**config.mk**
```make
export PLATFORM = sky130hd
export DESIGN_NAME = mem_arbiter_ctrl
export DESIGN_NICKNAME = d
export VERILOG_FILES = /design/src/rtl/cpu_types_pkg.sv /design/src/rtl/mem_arbiter_ctrl.sv
export SDC_FILE = /design/constraint.sdc
export NUM_CORES = 1
export LEC_CHECK = 0
export CORE_MARGIN = 4
export CORE_UTILIZATION = 38
export CTS_CLUSTER_SIZE = 20
export DETAILED_ROUTE_END_ITERATION = 16
export PLACE_DENSITY = 0.88
export SYNTH_ARGS = -nofsm -noshare
export SYNTH_HDL_FRONTEND = slang
export SYNTH_SLANG_ARGS = --single-unit
```
**constraint.sdc**
```tcl
create_clock -name CLK -period 2.8 [get_ports CLK]
set_input_delay 0.56 -clock CLK [delete_from_list [all_inputs] [get_ports CLK]]
set_output_delay 0.56 -clock CLK [all_outputs]
set_load 0.05 [all_outputs]
```
**src/rtl/cpu_types_pkg.sv**
```systemverilog
// Shared CPU/memory types: RAM handshake states, data word and arbiter FSM states.
package cpu_types_pkg;

  typedef logic [31:0] word_t;

  typedef enum logic [1:0] {
    FREE   = 2'd0,
    BUSY   = 2'd1,
    ACCESS = 2'd2,
    ERROR  = 2'd3
  } ramstate_t;

  typedef enum logic [1:0] {
    IDLE    = 2'd0,
    SERVE_I = 2'd1,
    SERVE_D = 2'd2
  } arb_state_t;

endpackage

```
**src/rtl/mem_arbiter_ctrl.sv**
```systemverilog
// Arbitrates one RAM port between instr fetch and data requesters; data first, streak-limited.
// Latency >= 2 cycles (grant, then serve until ACCESS); requesters stall on i/dwait until complete.
module mem_arbiter_ctrl
  import cpu_types_pkg::*;
#(
  parameter int MAX_DSTREAK = 4,
  parameter int TIMEOUT     = 255
) (
  input  logic        CLK,
  input  logic        nRST,
  input  logic        iREN,
  input  logic [31:0] iaddr,
  output logic        iwait,
  output logic [31:0] iload,
  input  logic        dREN,
  input  logic        dWEN,
  input  logic [31:0] daddr,
  input  logic [31:0] dstore,
  output logic        dwait,
  output logic [31:0] dload,
  output logic        ramREN,
  output logic        ramWEN,
  output logic [31:0] ramaddr,
  output logic [31:0] ramstore,
  input  logic [31:0] ramload,
  input  logic [1:0]  ramstate,
  output logic        err
);

  localparam logic [3:0]  STREAK_MAX = 4'(MAX_DSTREAK);
  localparam logic [15:0] TO_LAST    = 16'(TIMEOUT - 1);

  arb_state_t  r_state;
  word_t       r_addr;
  word_t       r_store;
  logic        r_wr;
  logic        r_err;
  logic [3:0]  r_streak;
  logic [15:0] r_tcnt;

  logic w_dreq, w_starve, w_grant_d, w_grant_i;
  logic w_serve, w_held, w_done, w_busy, w_err_set;

  assign w_dreq    = dREN | dWEN;
  assign w_starve  = iREN & (r_streak >= STREAK_MAX);
  assign w_grant_d = (r_state == IDLE) & w_dreq & ~w_starve;
  assign w_grant_i = (r_state == IDLE) & iREN & ~w_grant_d;
  assign w_serve   = (r_state == SERVE_I) | (r_state == SERVE_D);
  // A served requester that drops its request aborts the access without completion.
  assign w_held    = ((r_state == SERVE_D) & w_dreq) | ((r_state == SERVE_I) & iREN);
  assign w_done    = w_held & (ramstate == ACCESS);
  assign w_busy    = w_serve & (ramstate == BUSY);
  assign w_err_set = w_busy & (r_tcnt >= TO_LAST);

  assign ramREN   = w_serve & ~r_wr;
  assign ramWEN   = w_serve & r_wr;
  assign ramaddr  = r_addr;
  assign ramstore = r_store;
  assign iwait    = ~(w_done & (r_state == SERVE_I));
  assign dwait    = ~(w_done & (r_state == SERVE_D));
  assign iload    = ramload;
  assign dload    = ramload;
  assign err      = r_err | w_err_set;

  always_ff @(posedge CLK or negedge nRST) begin
    if (!nRST) begin
      r_state  <= IDLE;
      r_addr   <= '0;
      r_store  <= '0;
      r_wr     <= 1'b0;
      r_err    <= 1'b0;
      r_streak <= '0;
      r_tcnt   <= '0;
    end else begin
      case (r_state)
        IDLE: begin
          if (w_grant_d) begin
            r_state <= SERVE_D;
            r_addr  <= daddr;
            r_store <= dstore;
            r_wr    <= dWEN;
          end else if (w_grant_i) begin
            r_state <= SERVE_I;
            r_addr  <= iaddr;
            r_wr    <= 1'b0;
          end
        end
        default: begin
          if (!w_held || w_done) r_state <= IDLE;
        end
      endcase

      // Streak only grows while an instr fetch is actually being held off.
      if (w_done) begin
        if ((r_state == SERVE_D) && iREN) begin
          if (r_streak < STREAK_MAX) r_streak <= r_streak + 4'd1;
        end else begin
          r_streak <= '0;
        end
      end

      if (w_grant_d || w_grant_i) r_tcnt <= '0;
      else if (w_busy && (r_tcnt != 16'hFFFF)) r_tcnt <= r_tcnt + 16'd1;

      if (w_err_set) r_err <= 1'b1;
    end
  end

endmodule
```
==> results.sh, run 1 <==
export IMPL_detail_route_wirelength_mm=12.5
export IMPL_timing_worst_slew_pin_value_ns=0.716
export IMPL_areaGrowthSynthToFinish_pct=38.6
export IMPL_clock_power_share_pct=15.5
export IMPL_place_inst=759
export IMPL_critPathArrivalTime_ns=2.10
export IMPL_area_sequential_mm2=0.00220
export IMPL_final_hold_violation_count=0
export IMPL_cts_buffer_depth=2
export IMPL_clk_insertion_delay_late_ns=0.34
export IMPL_routed_wl_met2_mm=6.33
export IMPL_synth_edf_count=0
export IMPL_core_region_area_mm2=0.0115
export IMPL_initial_util_pct=39.3
export IMPL_routed_via_count=3960
export IMPL_detail_route_drc_violations=0
export IMPL_grt_start_max_net_pins=51
export IMPL_maximum_clock_frequency_mhz=376
export IMPL_timing_worst_setup_path_type="register to output port"
export IMPL_detailedPlacementHpwl_mm=9.42
export IMPL_crit_path_cell_trace="inv_1 > ha_1 > and2_1 > clkdlybuf4s50_1"
export IMPL_power_density_mw_per_mm2=1260
export IMPL_routed_via_density=5.11
export IMPL_synth_cell_types=42
export IMPL_syn_nets=665
export IMPL_grt_overflow=0
export IMPL_intPower_uw=4020
export IMPL_synth_seq_cells=88
export IMPL_ys_top_cells_by_area="sky130_fd_sc_hd__dfrtp_1, sky130_fd_sc_hd__nand2_1, sky130_fd_sc_hd__buf_4, sky130_fd_sc_hd__a21oi_1, sky130_fd_sc_hd__nor2_1"
export IMPL_detail_route_wirelength_met1_mm=4.49
export IMPL_cts_hold_buffers_added=0
export IMPL_post_synth_top_area_cell="sky130_fd_sc_hd__dfrtp_1"
export IMPL_met3_length_mm=1.44
export IMPL_fraction_of_layout_instances_using_a_drive_strength_above_1_pct=6.33
export IMPL_post_cts_setup_buffers=0
export IMPL_die_height_um=117
export IMPL_setup_slack_ns=0.141
export IMPL_synth_top_flop_cell="sky130_fd_sc_hd__dfrtp_1"
export IMPL_maxSlewViolCount=0
export IMPL_wire_length_of_the_first_global_routing_pass_mm=20.0
export IMPL_cp_max_stage_delay_ns=0.80
export IMPL_final_instance_count_excl_fill=775
export IMPL_worst_setup_hold_path_clk_slew_ns=0.06
export IMPL_postRouteAntennaNets=0
export IMPL_netlist_area_mm2=0.00453
export IMPL_setup_worst_path_end_class="output port"
export IMPL_x_dimension_of_the_die_um=117
export IMPL_timing_critical_path_fanout_max=4
export IMPL_period_minus_slack_ns=2.66
export IMPL_wl_per_cell_um=16.2
export IMPL_postSynth_asyncResetShare_pct=100
export IMPL_clock_sinks=88
export IMPL_slew_headroom_pct=51.8
export IMPL_die_area_mm2=0.0137
export IMPL_synthesis_instances=524
export IMPL_numPortBuffers=171
export IMPL_power_ir_vdd_worst_mv=0.843
export IMPL_critPathSlowestCell="sky130_fd_sc_hd__clkdlybuf4s50_1"
export IMPL_top_signal_layer_used="met4"
export IMPL_switching_share_of_power_pct=49.2
export IMPL_antenna_found_initial=0
export IMPL_final_fill_count=1031
export IMPL_placement_setup_worst_slack_ns=0.272
export IMPL_power_switching_uw=3900
export IMPL_cts_repair_resize_count=0
export IMPL_rsz_0062_raised_after_global_routing="false"
export IMPL_area_occupied_by_multi_input_gates_mm2=0.00172
export IMPL_power_static_leakage_uw=0.00278
export IMPL_nNetsFinal=768
export IMPL_crit_required_ns=2.24
export IMPL_gp_routability_congestion=0.839
export IMPL_clock_tree_root_cell="sky130_fd_sc_hd__clkbuf_16"
export IMPL_rows=39
export IMPL_syn_mean_instance_area_um2=8.64
export IMPL_num_antenna_cells=0
export IMPL_final_setup_viols=0
export IMPL_timing_final_crit_share_pct=95.0
export IMPL_ios=268
export IMPL_finClkSkew_ns=0.00902
export IMPL_crit_path_start_kind="register"
export IMPL_ys_warn_count=0
export IMPL_number_of_global_route_vias_before_repair=4309
export IMPL_synth_largest_type_area_fraction_pct=48.6
export IMPL_htree_levels=3
export IMPL_drv_max_cap_violation_count=0
export IMPL_synth_seq_area_share_pct=48.6
export IMPL_p_seq_share_pct=26.2
export IMPL_drt_pre_antenna_iters=4
export IMPL_hold_path_class="input pin to async pin"
export IMPL_global_route_usage_total_pct=18.6
export IMPL_cts_tree="done"
export IMPL_status="completed"
export IMPL_setup_tns_final_ns=0
export IMPL_cts_made_buffers=9
export IMPL_combinationalPowerShare_pct=58.3
export IMPL_drt_initial_drc_count=192
==> cell families (layout without fill, tap and decap cells) <==
group	Yosys count	after routing	synth area share, %
AND/OR/NAND/NOR	218	218	20.9
AO/OA/AOI/OAI	110	110	13.9
buffers and inverters	96	204	13.5
flip-flops	88	88	48.6
adder cells (fa/ha/maj)	6	6	1.66
multiplexers	6	6	1.35
==> final timing paths <==
| path | to | start | slack (ns) | depth (start not counted) |
|---|---|---|---|---|
| setup / recovery | ramWEN | r_state[0]$_DFFE_PN0P_ | 0.14 | 4 |
| hold / removal | r_tcnt[12]$_DFFE_PN0P_ | nRST | 0.20 | 1 |
| setup reg to reg | r_tcnt[13]$_DFFE_PN0P_ | r_state[0]$_DFFE_PN0P_ | 0.51 | 6 |
| hold reg to reg | ramstore[16]$_DFFE_PN0P_ | ramstore[16]$_DFFE_PN0P_ | 0.47 | 2 |
| max in group asynchronous | r_err$_DFFE_PN0P_ | nRST | 1.93 | 2 |
| min in group CLK | ramstore[16]$_DFFE_PN0P_ | ramstore[16]$_DFFE_PN0P_ | 0.47 | 2 |
==> worst max-delay path: cells and delay by family (launching register included) <==
kind | cells | cell delay [ns]
and+or+nand+nor | 1 | 0.15
DFF | 1 | 0.36
buffers and inverters | 2 | 0.88
adders and majority gates | 1 | 0.37
==> through the flow <==
step / util (%) / hold slack, ns / area (um2) / power, uW
2_1_floorplan: - / 0.264 / 4530 / 5280
3_3_place_gp: 51.8 / 0.439 / 5970 / 6610
3_5_place_dp: 51.8 / 0.449 / 5970 / 6760
4_1_cts: 54.5 / 0.220 / 6270 / 8020
5_1_grt: 54.5 / 0.243 / 6280 / 8420
6_report: 54.5 / 0.200 / 6280 / 7920
==> flip-flops by register name, summed over array words and instances (netlist names) <==
register  flops
r_err         1
r_state       2
r_streak      4
r_tcnt       16
r_wr          1
ramaddr      32
ramstore     32
==> cell usage in the layout (no fill, tap or decap), types with 2 or more instances in the layout <==
cell type and n:
sky130_fd_sc_hd__clkdlybuf4s50_1 166, sky130_fd_sc_hd__nand2_1 146, sky130_fd_sc_hd__dfrtp_1 88, sky130_fd_sc_hd__a21oi_1 78
sky130_fd_sc_hd__nor2_1 33, sky130_fd_sc_hd__clkbuf_16 9, sky130_fd_sc_hd__buf_4 9, sky130_fd_sc_hd__inv_1 7
sky130_fd_sc_hd__o21ai_0 6, sky130_fd_sc_hd__o31ai_1 6, sky130_fd_sc_hd__ha_1 6, sky130_fd_sc_hd__nand2b_1 5
sky130_fd_sc_hd__nand3_1 5, sky130_fd_sc_hd__or4_1 5, sky130_fd_sc_hd__mux2i_1 5, sky130_fd_sc_hd__buf_12 5
sky130_fd_sc_hd__o211ai_1 4, sky130_fd_sc_hd__nor4_1 4, sky130_fd_sc_hd__nor3_1 4, sky130_fd_sc_hd__a31oi_1 3
sky130_fd_sc_hd__a211oi_1 3, sky130_fd_sc_hd__a21o_1 2, sky130_fd_sc_hd__and4_1 2, sky130_fd_sc_hd__a311oi_1 2
sky130_fd_sc_hd__or3_2 2, sky130_fd_sc_hd__clkinv_2 2, sky130_fd_sc_hd__clkinv_4 2
==> power groups by stage <==
stage                     Combinational (uW)  Sequential, uW  Clock, uW
final                                   4620            2080       1230
after global routing                    4950            2150       1320
after CTS                               4680            2080       1260
after detailed placement                4650            2110          0
after global placement                  4550            2060          0
after floorplan                         1620            3670          0
==> synthesized netlist by cell type (5+ instances only) <==
library cell / count
sky130_fd_sc_hd__a21oi_1: 78
sky130_fd_sc_hd__buf_4: 65
sky130_fd_sc_hd__clkbuf_1: 21
sky130_fd_sc_hd__dfrtp_1: 88
sky130_fd_sc_hd__ha_1: 6
sky130_fd_sc_hd__inv_1: 7
sky130_fd_sc_hd__mux2i_1: 5
sky130_fd_sc_hd__nand2_1: 146
sky130_fd_sc_hd__nand2b_1: 6
sky130_fd_sc_hd__nand3_1: 5
sky130_fd_sc_hd__nor2_1: 33
sky130_fd_sc_hd__o21ai_0: 6
sky130_fd_sc_hd__o31ai_1: 6
sky130_fd_sc_hd__or4_1: 5
==> final cells by class <==
type	instances	area share, %
well taps	143	2.85
multi-input cells	340	27.4
clock buffers	10	3.81
inverters	7	0.419
clock inverters	6	1.06
repair buffers	181	29.3
flip-flops and latches	88	35.1
==> metal layers <==
metal  vias up  GRT usage [%]
li1       1892              -
met5         -              0
met2       184           31.8
met4         0           7.26
met3        29           8.95
met1      1855           19.7
No activity file was read; power rests on OpenSTA's default activity.
==> run 2: changes to the inputs <==
--- a/config.mk
+++ b/config.mk
@@ -7,7 +7,8 @@
 export LEC_CHECK = 0
+export ABC_CLOCK_PERIOD_IN_PS = 2800
 export CORE_MARGIN = 4
-export CORE_UTILIZATION = 38
+export CORE_UTILIZATION = 30
 export CTS_CLUSTER_SIZE = 20
 export DETAILED_ROUTE_END_ITERATION = 16
-export PLACE_DENSITY = 0.88
+export PLACE_DENSITY = 0.73
 export SYNTH_ARGS = -nofsm -noshare
--- a/constraint.sdc
+++ b/constraint.sdc
@@ -3,2 +3,2 @@
 set_output_delay 0.56 -clock CLK [all_outputs]
-set_load 0.05 [all_outputs]
+set_load 0.1 [all_outputs]
==> results.sh, run 2 (synthesis results as in run 1) <==
export IMPL_reg_to_reg_critical_path_startpoint="r_state[1]$_DFFE_PN0P_"
export IMPL_grt_overflow=0
export IMPL_cts_buffer_depth=2
export IMPL_antenna_found_initial=0
export IMPL_worst_setup_hold_path_clk_slew_ns=0.07
export IMPL_core_region_area_mm2=0.0146
export IMPL_area_sequential_mm2=0.00220
export IMPL_crit_required_ns=2.24
export IMPL_wl_per_cell_um=15.3
export IMPL_gp_routability_congestion=0.811
export IMPL_finClkSkew_ns=0.00560
export IMPL_status="completed"
export IMPL_clock_sinks=88
export IMPL_rows=44
export IMPL_timing_worst_setup_path_type="input pin to output port"
export IMPL_area_occupied_by_multi_input_gates_mm2=0.00172
export IMPL_maxSlewViolCount=0
export IMPL_cts_repair_resize_count=0
export IMPL_clock_tree_root_cell="sky130_fd_sc_hd__clkbuf_16"
export IMPL_hold_path_class="input pin to async pin"
export IMPL_final_setup_viols=0
export IMPL_cts_hold_buffers_added=0
export IMPL_post_cts_setup_buffers=0
export IMPL_num_antenna_cells=0
export IMPL_timing_worst_slew_pin_value_ns=0.785
export IMPL_x_dimension_of_the_die_um=131
export IMPL_setup_worst_path_end_class="output port"
export IMPL_cts_made_buffers=9
export IMPL_routed_via_count=3894
export IMPL_setup_slack_ns=0.205
export IMPL_nNetsFinal=768
export IMPL_die_height_um=131
export IMPL_drt_pre_antenna_iters=5
export IMPL_final_area_mm2=0.00623
export IMPL_critPathSlowestCell="sky130_fd_sc_hd__clkdlybuf4s50_1"
export IMPL_numPortBuffers=171
export IMPL_placement_setup_worst_slack_ns=0.230
export IMPL_period_minus_slack_ns=2.60
export IMPL_final_fill_count=1448
export IMPL_critical_path_reg2reg_endpoint="r_tcnt[13]$_DFFE_PN0P_"
export IMPL_die_area_mm2=0.0171
export IMPL_detailedPlacementHpwl_mm=8.51
export IMPL_maximum_clock_frequency_mhz=385
export IMPL_timing_critical_path_fanout_max=7
export IMPL_crit_path_cell_trace="clkdlybuf4s50_1 > nand2_1 > a21oi_1 > nand2_1 > buf_12"
export IMPL_placed_cell_area_mm2=0.00589
export IMPL_cts_tree="done"
export IMPL_slew_headroom_pct=47.2
export IMPL_mostFrequentLayoutCells="sky130_fd_sc_hd__nand2_1, sky130_fd_sc_hd__clkdlybuf4s50_1, sky130_fd_sc_hd__dfrtp_1"
export IMPL_detail_route_drc_violations=0
export IMPL_final_hold_violation_count=0
export IMPL_clk_insertion_delay_late_ns=0.34
export IMPL_htree_levels=3
export IMPL_rsz_0062_raised_after_global_routing="false"
export IMPL_postRouteAntennaNets=0
export IMPL_grt_start_max_net_pins=89
export IMPL_setup_tns_final_ns=0
export IMPL_ios=268
export IMPL_cpMostUsedCell="sky130_fd_sc_hd__nand2_1"
export IMPL_critPathArrivalTime_ns=2.04
export IMPL_wire_length_of_the_first_global_routing_pass_mm=19.0
export IMPL_initial_util_pct=30.9
export IMPL_areaGrowthSynthToFinish_pct=37.6
export IMPL_cp_max_stage_delay_ns=0.58
export IMPL_number_of_global_route_vias_before_repair=3716
export IMPL_crit_path_start_kind="input pin"
export IMPL_timing_final_crit_share_pct=92.7
export IMPL_leading_cell_type_in_the_layout_fill_and_taps_excluded="sky130_fd_sc_hd__nand2_1"
export IMPL_reg2regPathDepth=6
export IMPL_drt_initial_drc_count=175
export IMPL_detail_route_wirelength_mm=12.5
export IMPL_routed_via_density=4.77
export IMPL_r2r_slack_ns=0.56
export IMPL_fraction_of_layout_instances_using_a_drive_strength_above_1_pct=16.8
export IMPL_global_route_usage_total_pct=14.3
export IMPL_drv_max_cap_violation_count=0
## run 2: cell types whose count changed in the layout (fill, tap and decap cells not counted), sizes merged
| cell | before | now |
|---|---|---|
| bufinv | 1 | 2 |
| clkdlybuf4s50 | 166 | 101 |
| buf | 14 | 80 |
| clkbuf | 10 | 11 |
| dlymetal6s2s | 1 | 0 |
| clkinv | 4 | 2 |
## run 2: layer usage
metal / up-vias / GRT usage [%] / share of wire [%]
met3: 14 / 7.07 / 11
met4: 0 / 5.87 / 1.5
met1: 1812 / 17.5 / 42
met5: - / 0 / 0
met2: 173 / 21.6 / 45
li1: 1895 / - / -
## run 2: how the worst max path moves through the flow
stage / startpoint / endpoint / slack, ns / cells past startpoint
floorplan: r_state[0]$_DFFE_PN0P_ / ramREN / 0.19 / 3
finish: iREN / dwait / 0.20 / 5
CTS: iREN / dwait / 0.23 / 5
global route: dWEN / dwait / 0.10 / 5
detailed placement: dWEN / dwait / 0.23 / 5
global placement: iREN / dwait / 0.27 / 5
## run 2: through the flow
stage	utilization (%)	hold slack (ns)	instances
4_1_cts	42.5	0.272	816
6_report	42.5	0.257	816
3_5_place_dp	40.2	0.454	800
5_1_grt	42.5	0.295	816
3_3_place_gp	40.2	0.446	800
2_1_floorplan	-	0.264	524
## run 2: final cells by class
| class | instances | share of cell area (%) |
|---|---|---|
| tap | 184 | 3.69 |
| multi-input combinational | 340 | 27.6 |
| inverter | 7 | 0.422 |
| clock buffer | 11 | 4.06 |
| clock inverter | 5 | 1.39 |
| sequential | 88 | 35.3 |
| timing repair buffer | 181 | 27.5 |
## run 2: worst max-delay path: cells and delay by family
family,cells,cell delay (ns)
AND/OR/NAND/NOR,2,0.28
AO/OA/AOI/OAI,1,0.41
buffers and inverters,2,0.78
Power of run 2 is left out: the tool's default activity adds up to more than one toggle a clock period on the data nets, which glitch-free logic cannot reach.
